File: src/rtl/gp_rect_engine.sv
// rtl/gp_rect_engine.sv - rectangle rasteriser from gp_* command to VRAM write requests
// Optional clipping to the visible screen is enabled by defining GP_CLIP_EN.
module gp_rect_engine #(
  parameter int H_RES   = 640,
  parameter int V_RES   = 480,
  parameter int COLOR_W = 12,
  parameter int ADDR_W  = 19
) (
  input  logic               clk,
  input  logic               rst,
  input  logic               gp_en,
  input  logic               gp_opcode,
  input  logic [9:0]         gp_tl_x,
  input  logic [8:0]         gp_tl_y,
  input  logic [9:0]         gp_br_x,
  input  logic [8:0]         gp_br_y,
  input  logic [COLOR_W-1:0] gp_arg,
  output logic               gp_finish,
  output logic               vram_we,
  output logic [ADDR_W-1:0]  vram_addr,
  output logic [COLOR_W-1:0] vram_data,
  input  logic               vram_ready
);

  typedef enum logic [1:0] {IDLE, SETUP, DRAW, DONE} state_t;

  state_t state, state_next;

  logic               op_q;
  logic [9:0]         tl_x_q, br_x_q, lim_x_q, x_q;
  logic [8:0]         tl_y_q, br_y_q, lim_y_q, y_q;
  logic [COLOR_W-1:0] col_q;
  logic [ADDR_W-1:0]  row_base_q;
  logic               last_q;

  logic [9:0]         bx_clamp;
  logic [8:0]         by_clamp;
  logic               empty;
  logic               stall;
  logic               write_pix;
  logic [ADDR_W-1:0]  row_base_calc;

  always_comb begin
    bx_clamp = br_x_q;
    by_clamp = br_y_q;
`ifdef GP_CLIP_EN
    if (br_x_q > 10'(H_RES - 1)) bx_clamp = 10'(H_RES - 1);
    if (br_y_q > 9'(V_RES - 1))  by_clamp = 9'(V_RES - 1);
    empty = (tl_x_q > 10'(H_RES - 1)) || (tl_y_q > 9'(V_RES - 1)) ||
            (bx_clamp < tl_x_q) || (by_clamp < tl_y_q);
`else
    empty = (tl_x_q > br_x_q) || (tl_y_q > br_y_q);
`endif
    if (H_RES == 640)
      row_base_calc = ADDR_W'({tl_y_q, 9'b0}) + ADDR_W'({tl_y_q, 7'b0});
    else
      row_base_calc = ADDR_W'(32'(tl_y_q) * H_RES);
    stall = vram_we && !vram_ready;
    // Outline edges use the unclamped corner so clipped edges are not drawn.
    write_pix = op_q || (x_q == tl_x_q) || (x_q == br_x_q) ||
                (y_q == tl_y_q) || (y_q == br_y_q);
  end

  always_comb begin
    state_next = state;
    case (state)
      IDLE:  if (gp_en && !gp_finish) state_next = SETUP;
      SETUP: state_next = empty ? DONE : DRAW;
      DRAW:  if (!stall && last_q) state_next = DONE;
      DONE:  if (!gp_en) state_next = IDLE;
      default: state_next = IDLE;
    endcase
  end

  always_ff @(posedge clk or posedge rst) begin
    if (rst) state <= IDLE;
    else     state <= state_next;
  end

  always_ff @(posedge clk or posedge rst) begin
    if (rst) begin
      op_q       <= 1'b0;
      tl_x_q     <= '0;
      tl_y_q     <= '0;
      br_x_q     <= '0;
      br_y_q     <= '0;
      lim_x_q    <= '0;
      lim_y_q    <= '0;
      x_q        <= '0;
      y_q        <= '0;
      col_q      <= '0;
      row_base_q <= '0;
      last_q     <= 1'b0;
      gp_finish  <= 1'b0;
      vram_we    <= 1'b0;
      vram_addr  <= '0;
      vram_data  <= '0;
    end else begin
      case (state)
        IDLE: begin
          if (gp_en && !gp_finish) begin
            op_q   <= gp_opcode;
            tl_x_q <= gp_tl_x;
            tl_y_q <= gp_tl_y;
            br_x_q <= gp_br_x;
            br_y_q <= gp_br_y;
            col_q  <= gp_arg;
          end
        end
        SETUP: begin
          x_q        <= tl_x_q;
          y_q        <= tl_y_q;
          lim_x_q    <= bx_clamp;
          lim_y_q    <= by_clamp;
          row_base_q <= row_base_calc;
          last_q     <= 1'b0;
          if (empty) gp_finish <= 1'b1;
        end
        DRAW: begin
          // Each non-stalled cycle retires the presented pixel and presents the next.
          if (!stall) begin
            if (last_q) begin
              vram_we   <= 1'b0;
              gp_finish <= 1'b1;
              last_q    <= 1'b0;
            end else begin
              vram_we   <= write_pix;
              vram_addr <= row_base_q + ADDR_W'(x_q);
              vram_data <= col_q;
              last_q    <= (x_q == lim_x_q) && (y_q == lim_y_q);
              if (x_q < lim_x_q) begin
                x_q <= x_q + 10'd1;
              end else begin
                x_q        <= tl_x_q;
                y_q        <= y_q + 9'd1;
                row_base_q <= row_base_q + ADDR_W'(H_RES);
              end
            end
          end
        end
        DONE: begin
          if (!gp_en) gp_finish <= 1'b0;
        end
        default: ;
      endcase
    end
  end

endmodule

File: config.mk
export PLATFORM = sky130hd
export DESIGN_NAME = gp_rect_engine
export DESIGN_NICKNAME = d
export VERILOG_FILES = /design/src/rtl/gp_rect_engine.sv
export SDC_FILE = /design/constraint.sdc
export NUM_CORES = 1
export LEC_CHECK = 0
export ABC_AREA = 1
export CORE_AREA = 3 3 126 128
export DETAILED_ROUTE_END_ITERATION = 16
export DIE_AREA = 0 0 129 131
export PLACE_DENSITY = 0.77
export SKIP_CTS_REPAIR_TIMING = 1
export SLEW_MARGIN = 20
export SYNTH_ARGS = -nofsm -noshare
export SYNTH_HDL_FRONTEND = slang
export SYNTH_SLANG_ARGS = --single-unit
File: constraint.sdc
create_clock -name clk -period 5.7 [get_ports clk]
set_input_delay 0.57 -clock clk [delete_from_list [all_inputs] [get_ports clk]]
set_output_delay 0.57 -clock clk [all_outputs]
set_load 0.02 [all_outputs]
======== Yosys cells after proc, flatten, opt, wreduce, memory -nomap -nowiden ========
Cells that the tools add are included.
cells by class
  multiplexer cells ....................... 26
  reductions and logical operators ........ 23
  multiply operators ...................... 0
  add/sub/neg operators ................... 5
  $lt $le $gt $ge ......................... 3
  eq/ne operators ......................... 17
  bitwise gates (word level) .............. 2
  div/mod/pow operators ................... 0
  shift-type cells ........................ 0
operator list
  cell                                            count
  2-to-1 mux 19 bit                               3
  one-hot mux 19 bit (2 select lines)             1
  == test 10 bit                                  3
  2-to-1 mux 10 bit                               3
  == test 9 bit                                   3
  2-to-1 mux 9 bit                                3
  one-hot mux 10 bit (2 select lines)             1
  adder 18 x 16 -> 19 bit                         1
  adder 19 x 10 -> 19 bit                         1
  adder 19 x 10 -> 19 bit, second input constant  1
  one-hot mux 9 bit (2 select lines)              1
  != test 2 bit, second input constant            8
  adder 10 x 1 -> 10 bit, second input constant   1
  greater-than comparator 10 bit                  1
  less-than comparator 10 bit                     1
  adder 9 x 1 -> 9 bit, second input constant     1
  greater-than comparator 9 bit                   1
  AND reduction 3 bit                             3
  2-to-1 mux 1 bit                                8
  one-hot mux 2 bit (4 select lines)              1
  2-to-1 mux 2 bit                                3
  AND reduction 2 bit                             3
  logical OR 1 bit                                5
  AND reduction 5 bit                             1
  other kinds (11)                                18
storage, ports and cells
  bits in registers ....................... 144
  bits in writable memories ............... 0
  latch bits .............................. 0
  memories kept ........................... 0
  bits in read-only memories .............. 0
  logic and storage cells ................. 93

======== Logic depth before layout (Yosys ltp) ========
Gate-level depths: netlist (run 1).
  word-level depth ........................ 6
  mapped depth ............................ 14

======== Worst setup path before layout (run 1) ========
OpenSTA, ideal clock, no wires.
  path type ............................... reg-to-reg
  from .................................... register x_q[9]
  to ...................................... register y_q[8]
  library setup time ...................... 0.117 ns
  cell stages (with the launch flop) ...... 12
  period minus slack after synthesis ...... 1.704 ns
  arrival ................................. 1.587 ns
  slack ................................... 3.996 ns
  cells stage by stage .................... dfrtp_1 -> ha_1 -> nand2_1 -> o21bai_1 -> nand2_1 -> nor2_1 -> nand2_1 -> nand2_1 -> nand2_4 -> buf_6 -> nand3_1 -> nand2_1
on the way
  word-level cells in the longest chain between the ends .. 3
RTL lines
  element                               line  RTL
  start, declared                       30    logic [9:0] tl_x_q, br_x_q, lim_x_q, x_q;
  start signal, assigned                111   x_q <= tl_x_q;
  start signal, assigned                132   x_q <= x_q + 10'd1;
  start signal, assigned                134   x_q <= tl_x_q;
  less-than comparator 10 bit           131   if (x_q < lim_x_q) begin
  != test 2 bit (no source line)        --
  AND reduction 4 bit (no source line)  --
  end signal, assigned                  112   y_q <= tl_y_q;
  end signal, assigned                  135   y_q <= y_q + 9'd1;
  end, declared                         31    logic [8:0] tl_y_q, br_y_q, lim_y_q, y_q;
Every way passes these cells.
A chain may end at the register's enable or synchronous reset.

======== Worst setup path after layout (run 1) ========
  from .................................... register state[0]
  to ...................................... register vram_addr[4]
on the way
  word-level cells in the longest chain between the ends .. 2
RTL lines
  element                               line  RTL
  start, declared                       27    state_t state, state_next;
  start signal, assigned                77    else state <= state_next;
  == test 2 bit                         99    case (state)
  AND reduction 3 bit (no source line)  --
  end signal, assigned                  128   vram_addr <= row_base_q + ADDR_W'(x_q);
  end, declared                         20    output logic [ADDR_W-1:0] vram_addr,
Every way passes these cells.

==> impl_summary.txt, run 1 <==
----------------------------------------------------
[Status]
  Status ... completed

[Synthesis]
  #FFs+latches synth ... 137
  Synth top area share ... 42.0%
  Primary FF master, synth ... sky130_fd_sc_hd__dfrtp_1
  Number of warnings issued by yosys ... 0
  Adder and majority gate portion of the synthesized area ... 7.60%
  Count of different cell masters after synthesis ... 43
  Top cells by area in the synthesized netlist ... sky130_fd_sc_hd__dfrtp_1 (42%), sky130_fd_sc_hd__nand2_1 (15%), sky130_fd_sc_hd__ha_1 (7.4%)
  Combinational family with the most area after synthesis ... simple AND/OR/NAND/NOR gates
  Xor/xnor share of the synthesized area ... 3.54%
  Post-synthesis cell count ... 1072
  Most frequently used cell type in the post-synthesis netlist ... sky130_fd_sc_hd__nand2_1
  Number of flops mapped to enable cells by yosys ... 0
  Area fraction in and, or, nand and nor cells after synthesis ... 26.5%
  Multiplexer share of the synthesized area ... 2.21%
  Synthesized area ... 0.00817 sq mm
  Sequential cell area fraction in the yosys report ... 42.0%
  Compound-cell area share of the yosys netlist ... 10.1%
  Syn Area/Cell ... 7.62 sq um
  Net Count, Synth ... 1176
  Fraction of synthesis flops using an asynchronous set or reset pin ... 100%
  Library cell occupying the most area in the post-synthesis netlist ... sky130_fd_sc_hd__dfrtp_1
  Synth top cells by count ... sky130_fd_sc_hd__nand2_1 (334), sky130_fd_sc_hd__dfrtp_1 (137), sky130_fd_sc_hd__inv_1 (116)

[Timing]
  Setup repair after global routing missed its margin ... false
  Slew Limit Fails ... 0
  Clock skew after layout ... 0.00935 ns
  Worst setup slack after layout ... 3.07 ns
  Slew headroom ... 36.4%
  Number of hold violations in the final report ... 0
  Maximum achievable frequency ... 380 MHz
  Transition time at the pin with the least slew margin ... 0.955 ns
  Time the final worst path needs with I/O delays and setup ... 2.63 ns
  Post-route clock period utilization ... 46.2%
  Final Setup Violations ... 0
  Final setup TNS ... 0 ns

[Setup path]
  Slowest stage delay, CP ... 0.47 ns
  Data required time of the worst path ... 6.06 ns
  Worst Setup End Kind ... flop
  Worst Setup Start Kind ... flop
  Critical-path cell list ... inv_1, ha_1, buf_4, nand2_2, nor2_4, inv_2, a21oi_1, o21ai_0, nand2_1
  Type of the setup path with the least slack ... flop to flop
  Critical Path Fanout Max ... 44
  Cell type of the slowest stage on the worst timing path ... sky130_fd_sc_hd__nor2_4
  Endpoint arrival time on the critical path ... 3.00 ns
  Worst R2R Path Depth ... 9

[Final layout]
  Synthesis-to-finish area growth ... 19.1%
  Share of the core filled with cells ... 65.0%
  Total inserted antenna cells ... 0
  Design area ... 0.00973 sq mm
  Sequential cell area ... 0.00343 sq mm
  Multi-input logic area ... 0.00410 sq mm
  Fill count ... 1289
  Fraction of final layout cells sized beyond drive strength 1 ... 6.75%
  Final #Nets ... 1247

[Clocking]
  Cell at the root of the clock tree ... sky130_fd_sc_hd__clkbuf_16
  Total clock buffers created by CTS ... 17
  Post-CTS clock slew at the launch and capture registers of the worst setup and hold paths ... 0.06 ns
  Clock tree from TritonCTS ... done
  # clock sinks ... 137
  H-tree levels ... 4
  CTS max path bufs ... 2
  Clock network latency to the later pin of the worst-skew pair ... 0.43 ns

[Floorplan]
  Die area ... 0.0169 sq mm
  Floorplan row count ... 45
  Initial Util ... 54.5%
  Area inside the core boundary ... 0.0150 sq mm
  Number of primary I/O pins ... 88
  Floorplan die height ... 131 um
  Die width ... 129 um

[Global routing]
  Maximum number of pins on one net before global-route repair ... 87
  Initial antenna violation count ... 0
  Tot GR Track Use ... 24.1%
  First-pass GRT wire length ... 32.0 mm
  Gr ovfl total ... 0
  Via count of the first global-routing pass ... 6632

[Run]
  Reported max-cap violation count ... 0

[Place]
  Worst slack after detailed placement ... 3.01 ns
  Post-Place Cell Area ... 0.00913 sq mm
  Port Buffers ... 87
  Detailed placer's ending HPWL ... 14.1 mm
  Routability cong. ... 0.907

[Power]
  Fraction of power consumed by combinational cells ... 50.7%
  Switching part of the total ... 46.9%
  Total internal power ... 0.00337 W
  Highest ir drop seen on vdd ... 0.379 mV
  Proportion of power drawn by flip-flops and latches ... 31.5%
  Leak Pwr ... 4.91 nW
  Clock power frac ... 17.8%
  Pwr dens ... 651 mW/mm^2
  Power dissipated by switching net loads ... 0.00297 W

[Detailed routing]
  Via count ... 7281
  Routed wire length per instance ... 14.7 um
  Remaining DRCs ... 0
  Iteration-0 DRC Markers ... 580
  DRT Wirelength ... 19.7 mm
  Count of antenna-violating nets left after detailed routing ... 0
  Average vias per placed instance ... 5.42
  Number of iterations in the first detailed-routing pass ... 5

[Worst hold path]
  Path category of the worst min-delay check ... flop to flop
  Hold Crit Depth ... 2

----------------------------------------------------
cell usage in the layout (no fill, tap or decap), drive strengths merged, types with 3 or more instances in the layout:
master         Yosys  routed
a21oi             61      61
buf               20       3
clkbuf            18      18
clkdlybuf4s50      0      87
clkinv             1       3
clkinvlp           0       3
dfrtp            137     137
ha                48      48
inv              124     131
mux2              16      16
nand2            341     341
nand3             59      59
nand3b             3       3
nand4             13      13
nor2              94      94
nor3               6       6
o21ai             74      74
o21bai             4       4
o22ai              5       5
xnor2             14      14
xor2              19      19
power groups by stage:
stage	logic [W]	clock network, W	registers [W]
6_report	0.00321	0.00113	0.00200
5_1_grt	0.00368	0.00118	0.00205
4_1_cts	0.00322	0.00114	0.00198
3_5_place_dp	0.00318	0	0.00199
3_3_place_gp	0.00309	0	0.00199
2_1_floorplan	0.00239	0	0.00188
logic make-up after synthesis:
logic type | count (synthesis)
compound gates | 154
xor+xnor | 33
fa+ha+maj | 49
buf+inv | 163
flops | 137
mux | 16
other cells | 1
simple gates | 519
area by class of cell:
cell class	instances	area share [%]
Multi-Input combinational cell	772	42.1
Sequential cell	137	35.2
Timing Repair Buffer	90	9.18
Inverter	125	4.87
Clock buffer	18	4.51
Tap cell	188	2.42
Clock inverter	14	1.66
registers in the layout, indices dropped and copies added (netlist names), 9 cells and up:
signal and flops:
y_q 9, br_x_q 10, row_base_q 12, vram_data 12, tl_y_q 9, vram_addr 19
lim_y_q 9, col_q 12, lim_x_q 10, tl_x_q 10, br_y_q 9, x_q 10
worst paths after layout:
kind                                                  to                startpoint  slack, ns
worst max-delay path            vram_addr[4]$_DFFE_PP0P_      state[0]$_DFFE_PP0P_       3.07
worst min register to register  vram_data[4]$_DFFE_PP0P_  vram_data[4]$_DFFE_PP0P_       0.47
worst max register to register  vram_addr[4]$_DFFE_PP0P_      state[0]$_DFFE_PP0P_       3.07
min in group asynchronous       vram_addr[7]$_DFFE_PP0P_                       rst       0.67
max in group asynchronous         lim_x_q[8]$_DFFE_PP0P_                       rst       3.86
worst min-delay path            vram_data[4]$_DFFE_PP0P_  vram_data[4]$_DFFE_PP0P_       0.47
critical path: cells and delay by family, from the launching register on:
kind                       cells  cell delay, ns
AOI/OAI and AO/OA              2            0.37
adders and majority gates      1            0.15
buffers and inverters          3            0.87
and+or+nand+nor                3            0.71
DFF                            1            0.43
metrics by stage:
stage | instances | power (W) | hold WS [ns]
2_1_floorplan | 1072 | 0.00428 | 0.444
3_3_place_gp | 1312 | 0.00507 | 0.454
3_5_place_dp | 1312 | 0.00518 | 0.463
4_1_cts | 1344 | 0.00634 | 0.477
5_1_grt | 1344 | 0.00691 | 0.495
6_report | 1344 | 0.00634 | 0.471
metal layers:
metal  global-route usage (%)  share of wire [%]  vias up  routed length [um]
met3                     4.80                6.6       26                1300
li1                         -                  -     3568                   -
met1                     33.0                 45     3417                8790
met5                        0                  0        -                   0
met4                     6.92                1.5        0                 295
met2                     39.1                 47      270                9310
Note: power is estimated with default switching activity, not from simulation.
==> run 2, diff against run 1 <==
==> constraint.sdc (replaced) <==
create_clock -name clk -period 2.7 [get_ports clk]
set_input_delay 0.27 -clock clk [delete_from_list [all_inputs] [get_ports clk]]
set_output_delay 0.27 -clock clk [all_outputs]
set_load 0.02 [all_outputs]
==> run 2 against run 1 <==
Power increased by 110%; setup slack lost 2.7 ns; routed wire length is 1.8% higher; count of clock-buffer cells in the layout is 2 higher.
==> impl_summary.txt, run 2 (synthesis gave the netlist of run 1 again) <==
----------------------------------------------------
[Detailed routing]
  Iteration-0 DRC Markers ... 511
  Average vias per placed instance ... 5.38
  DRT Wirelength ... 20.1 mm
  Count of antenna-violating nets left after detailed routing ... 0
  Routed wire length per instance ... 14.8 um
  Remaining DRCs ... 0
  Via count ... 7273
  Number of iterations in the first detailed-routing pass ... 5

[Timing]
  Post-route clock period utilization ... 84.7%
  Transition time at the pin with the least slew margin ... 0.764 ns
  Slew headroom ... 49.1%
  Worst setup slack after layout ... 0.412 ns
  Time the final worst path needs with I/O delays and setup ... 2.29 ns
  Post-route worst hold slack ... 0.320 ns
  Maximum achievable frequency ... 437 MHz
  Final Setup Violations ... 0
  Clock skew after layout ... 0.00729 ns
  Setup repair after global routing missed its margin ... false
  Final setup TNS ... 0 ns
  Number of hold violations in the final report ... 0
  Slew Limit Fails ... 0

[Setup path]
  Worst r2r dst ... x_q[1]$_DFFE_PP0P_
  Type of the setup path with the least slack ... flop to flop
  Setup slack on the worst flop-to-flop path ... 0.41 ns
  Worst R2R Path Depth ... 10
  Most repeated library cell on the critical path ... sky130_fd_sc_hd__nand2_1
  Cell type of the slowest stage on the worst timing path ... sky130_fd_sc_hd__dfrtp_1
  Slowest stage delay, CP ... 0.53 ns
  Critical-path cell list ... ha_1, nand2_1, o21bai_1, nand2_1, nor2_1, nand3_1, inv_1, nand2_1, nand3_1, nand2_1
  Timing startpoint of the critical path ... x_q[8]$_DFFE_PP0P_
  Worst Setup End Kind ... flop
  Endpoint arrival time on the critical path ... 2.59 ns
  Data required time of the worst path ... 3.01 ns
  Start of the worst register-to-register path ... x_q[8]$_DFFE_PP0P_
  Worst Setup Start Kind ... flop
  Critical Path Fanout Max ... 12

[Global routing]
  Initial antenna violation count ... 0
  Met1 capacity usage during global routing ... 34.9%
  Via count of the first global-routing pass ... 6790
  Maximum number of pins on one net before global-route repair ... 71
  Tot GR Track Use ... 25.0%
  First-pass GRT wire length ... 33.5 mm
  Gr ovfl total ... 0
  Grt met2 use ... 39.5%
  Grt peak-use layer ... met2
  Fraction of met3 tracks used by global routing ... 4.67%

[Status]
  Status ... completed

[Floorplan]
  Floorplan row count ... 45
  Area inside the core boundary ... 0.0150 sq mm
  Die width ... 129 um
  Number of primary I/O pins ... 88
  Die area ... 0.0169 sq mm
  Floorplan die height ... 131 um
  Initial Util ... 54.5%

[Clocking]
  Total clock buffers created by CTS ... 17
  # clock sinks ... 137
  Clock network latency to the later pin of the worst-skew pair ... 0.42 ns
  Clock tree from TritonCTS ... done
  Cell at the root of the clock tree ... sky130_fd_sc_hd__clkbuf_16
  H-tree levels ... 4
  CTS max path bufs ... 2
  Post-CTS clock slew at the launch and capture registers of the worst setup and hold paths ... 0.06 ns

[Final layout]
  Most common cell after layout, fill and taps aside ... sky130_fd_sc_hd__nand2_1
  Most frequent cells in the layout ... sky130_fd_sc_hd__nand2_1 (334), sky130_fd_sc_hd__dfrtp_1 (137), sky130_fd_sc_hd__inv_1 (115)
  Fraction of final layout cells sized beyond drive strength 1 ... 7.31%
  Register with the highest flop count ... vram_addr
  Synthesis-to-finish area growth ... 20.3%
  Share of the core filled with cells ... 65.6%
  Largest register FFs ... 19
  Total inserted antenna cells ... 0
  Final #Nets ... 1255

[Power]
  Power consumption ... 0.0135 W
  Pwr dens ... 1380 mW/mm^2
  Highest ir drop seen on vdd ... 0.719 mV
  Leak Pwr ... 4.95 nW

[Place]
  Detailed placer's ending HPWL ... 14.7 mm
  Port Buffers ... 87
  Worst slack after detailed placement ... 0.478 ns
  Routability cong. ... 0.927

[Worst hold path]
  Path category of the worst min-delay check ... input port to asynchronous set/reset pin

[Run]
  Reported max-cap violation count ... 0

----------------------------------------------------
[run 2: changes by cell type in the layout (fill, tap and decap cells not counted), sizes merged]
cell	before	now
clkinvlp	3	6
buf	3	11
clkinv	3	4
inv	131	123
clkbuf	18	20
bufinv	2	3
[run 2: final cells by class]
type | count | area (sq um)
tap | 188 | 235
timing repair buffer | 98 | 978
fill | 1283 | 5150
multi-input combinational | 772 | 4100
clock inverter | 11 | 146
clock buffer | 20 | 467
inverter | 125 | 473
sequential | 137 | 3430
[run 2: worst max path at each step]
stage | endpoint | slack, ns | cells past startpoint
2_1_floorplan | br_x_q[0]$_DFFE_PP0P_ | 0.72 | 1
3_3_place_gp | x_q[9]$_DFFE_PP0P_ | 0.54 | 11
3_5_place_dp | x_q[1]$_DFFE_PP0P_ | 0.48 | 11
4_1_cts | x_q[1]$_DFFE_PP0P_ | 0.44 | 10
5_1_grt | x_q[1]$_DFFE_PP0P_ | 0.11 | 10
6_report | x_q[1]$_DFFE_PP0P_ | 0.41 | 10
[run 2: worst max-delay path: cells and delay by family, from the launching register on]
kind                     cells  cell delay [ns]
AND/OR/NAND/NOR              7             0.89
buffers and inverters        1             0.34
adder cells (fa/ha/maj)      1             0.30
flip-flops                   1             0.53
AO/OA/AOI/OAI                1             0.11
[run 2: through the flow]
step / instance area [sq um] / instances
global route: 9830 / 1351
finish: 9830 / 1351
global placement: 9210 / 1320
floorplan: 8170 / 1072
CTS: 9830 / 1351
detailed placement: 9210 / 1320
[run 2: layer usage]
metal / wire length (um) / part of all wire (%)
met5: 0 / 0
met4: 428 / 2.1
met1: 9240 / 46
met2: 9090 / 45
met3: 1300 / 6.5
[run 2: report_power, final]
| part | leakage [nW] | switching, W | internal (W) |
|---|---|---|---|
| combinational | 3.05 | 0.00424 | 0.00271 |
| sequential | 1.62 | 0.00111 | 0.00307 |
| clock | 0.286 | 0.000881 | 0.00152 |
==> run 3, diff against run 2 <==
--- a/config.mk
+++ b/config.mk
@@ -6,10 +6,10 @@
 export NUM_CORES = 1
 export LEC_CHECK = 0
 export ABC_AREA = 1
-export CORE_AREA = 3 3 126 128
+export CORE_AREA = 3 3 130 132
 export DETAILED_ROUTE_END_ITERATION = 16
-export DIE_AREA = 0 0 129 131
-export PLACE_DENSITY = 0.77
+export DIE_AREA = 0 0 133 135
+export PLACE_DENSITY = 0.76
 export SKIP_CTS_REPAIR_TIMING = 1
 export SLEW_MARGIN = 20
 export SYNTH_ARGS = -nofsm -noshare
==> constraint.sdc (replaced) <==
create_clock -name clk -period 1.8 [get_ports clk]
set_input_delay 0.18 -clock clk [delete_from_list [all_inputs] [get_ports clk]]
set_output_delay 0.18 -clock clk [all_outputs]
set_load 0.02 [all_outputs]
==> run 3 against run 2 <==
The run now ends with setup timing left; clock power increased by 51%; via count increased by 4.3%; combinational power increased by 88%; critical path type unchanged; highest routed layer unchanged.
==> impl_summary.txt, run 3 (synthesis gave the netlist of run 1 again) <==
----------------------------------------------------
[Detailed routing]
  Average vias per placed instance ... 5.26
  Via count ... 7584
  Iteration-0 DRC Markers ... 664
  Count of antenna-violating nets left after detailed routing ... 0
  DRT Wirelength ... 21.4 mm
  Routed wire length per instance ... 14.9 um
  Remaining DRCs ... 0
  Number of iterations in the first detailed-routing pass ... 7

[Setup path]
  Start of the worst register-to-register path ... x_q[8]$_DFFE_PP0P_
  Worst r2r dst ... y_q[5]$_DFFE_PP0P_
  Setup slack on the worst flop-to-flop path ... -0.08 ns
  Critical Path Fanout Max ... 8
  Worst R2R Path Depth ... 11
  Data required time of the worst path ... 2.11 ns
  Type of the setup path with the least slack ... flop to flop
  Endpoint arrival time on the critical path ... 2.19 ns
  Worst Setup End Kind ... flop
  Worst Setup Start Kind ... flop

[Final layout]
  Total inserted antenna cells ... 0
  Synthesis-to-finish area growth ... 30.6%
  Final #Nets ... 1316
  Design area ... 0.0107 sq mm
  Most frequent cells in the layout ... sky130_fd_sc_hd__nand2_1 (321), sky130_fd_sc_hd__dfrtp_1 (133), sky130_fd_sc_hd__inv_1 (107)
  Fraction of final layout cells sized beyond drive strength 1 ... 16.2%
  Largest register FFs ... 19
  Non-filler cells in the finished layout ... 1441
  Most common cell after layout, fill and taps aside ... sky130_fd_sc_hd__nand2_1
  Register with the highest flop count ... vram_addr

[Timing]
  Maximum achievable frequency ... 533 MHz
  Final Setup Violations ... 21
  Final setup TNS ... -1.29 ns
  Time the final worst path needs with I/O delays and setup ... 1.88 ns
  Post-route clock period utilization ... 104%
  Slew Limit Fails ... 0
  Number of hold violations in the final report ... 0
  Clock skew after layout ... 0.00694 ns
  Setup repair after global routing missed its margin ... true
  Worst setup slack after layout ... -0.0770 ns

[Global routing]
  Tot GR Track Use ... 24.2%
  Maximum number of pins on one net before global-route repair ... 35
  First-pass GRT wire length ... 34.9 mm
  Initial antenna violation count ... 0
  Gr ovfl total ... 0
  Via count of the first global-routing pass ... 7191

[Power]
  Highest ir drop seen on vdd ... 0.976 mV
  Pwr dens ... 2120 mW/mm^2
  Leak Pwr ... 5.31 nW

[Floorplan]
  Die width ... 133 um
  Area inside the core boundary ... 0.0158 sq mm
  Die area ... 0.0180 sq mm
  Floorplan row count ... 46
  Number of primary I/O pins ... 88
  Floorplan die height ... 135 um
  Initial Util ... 51.6%

[Place]
  Detailed placer's ending HPWL ... 15.6 mm
  Post-Place Cell Area ... 0.00971 sq mm
  Routability cong. ... 0.949
  Port Buffers ... 87
  Placed cell count ... 1399

[Status]
  Status ... finished, violations left
  Violations in the final reports ... setup timing

[Clocking]
  # clock sinks ... 137
  H-tree levels ... 4
  Cell at the root of the clock tree ... sky130_fd_sc_hd__clkbuf_16
  Clock network latency to the later pin of the worst-skew pair ... 0.43 ns
  CTS max path bufs ... 2
  Clock tree from TritonCTS ... done
  Post-CTS clock slew at the launch and capture registers of the worst setup and hold paths ... 0.07 ns
  Total clock buffers created by CTS ... 17

[Worst hold path]
  Path category of the worst min-delay check ... input port to asynchronous set/reset pin

[Run]
  Reported max-cap violation count ... 0

----------------------------------------------------
run 3: final cells by class:
class | count | area, sq um
Sequential cell | 137 | 3430
Inverter | 125 | 473
Clock buffer | 17 | 425
Fill cell | 1264 | 5160
Clock inverter | 15 | 180
Tap cell | 216 | 270
Multi-Input combinational cell | 772 | 4320
Timing Repair Buffer | 159 | 1560
run 3: worst max-delay path, stage by stage (launching register included):
cell and delay [ns]:
sky130_fd_sc_hd__dfrtp_1 0.42, sky130_fd_sc_hd__ha_1 0.30, sky130_fd_sc_hd__nand2_2 0.09, sky130_fd_sc_hd__o21bai_1 0.12, sky130_fd_sc_hd__nand2_1 0.11, sky130_fd_sc_hd__nor2_4 0.13, sky130_fd_sc_hd__nand2_2 0.10, sky130_fd_sc_hd__nand2_4 0.12
sky130_fd_sc_hd__nand2_8 0.09, sky130_fd_sc_hd__clkbuf_16 0.18, sky130_fd_sc_hd__nand2_1 0.05, sky130_fd_sc_hd__o21ai_1 0.05
run 3: metrics by stage:
| step | power, W | hold slack (ns) | utilization [%] | setup WS, ns |
|---|---|---|---|---|
| 2_1_floorplan | 0.0135 | 0.331 | - | -0.0871 |
| 6_report | 0.0226 | 0.104 | 67.4 | -0.0770 |
| 3_3_place_gp | 0.0172 | 0.452 | 61.3 | -0.0000117 |
| 5_1_grt | 0.0245 | 0.136 | 67.4 | -0.171 |
| 4_1_cts | 0.0213 | 0.110 | 65.1 | -0.0563 |
| 3_5_place_dp | 0.0176 | 0.460 | 61.3 | -0.0441 |
run 3: metal layers:
metal / GRT usage [%] / up-vias / share of wire, %
li1: - / 3712 / -
met1: 33.5 / 3555 / 45
met2: 37.5 / 256 / 46
met3: 3.80 / 61 / 5.8
met4: 11.1 / 0 / 3.2
met5: 0 / - / 0
run 3: worst max-delay path by stage:
| stage | to | cells after the start | slack, ns | startpoint |
|---|---|---|---|---|
| 2_1_floorplan | br_x_q[0]$_DFFE_PP0P_ | 1 | -0.09 | rst |
| 3_3_place_gp | y_q[8]$_DFFE_PP0P_ | 12 | -0.00001 | x_q[8]$_DFFE_PP0P_ |
| 3_5_place_dp | row_base_q[18]$_DFFE_PP0P_ | 12 | -0.04 | x_q[3]$_DFFE_PP0P_ |
| 4_1_cts | vram_addr[15]$_DFFE_PP0P_ | 11 | -0.06 | x_q[9]$_DFFE_PP0P_ |
| 5_1_grt | row_base_q[15]$_DFFE_PP0P_ | 13 | -0.17 | lim_x_q[7]$_DFFE_PP0P_ |
| 6_report | y_q[5]$_DFFE_PP0P_ | 11 | -0.08 | x_q[8]$_DFFE_PP0P_ |
run 3: where the power goes:
part / switching (W) / internal [W]
registers: 0.00130 / 0.00461
clock network: 0.00152 / 0.00210
logic: 0.00751 / 0.00558
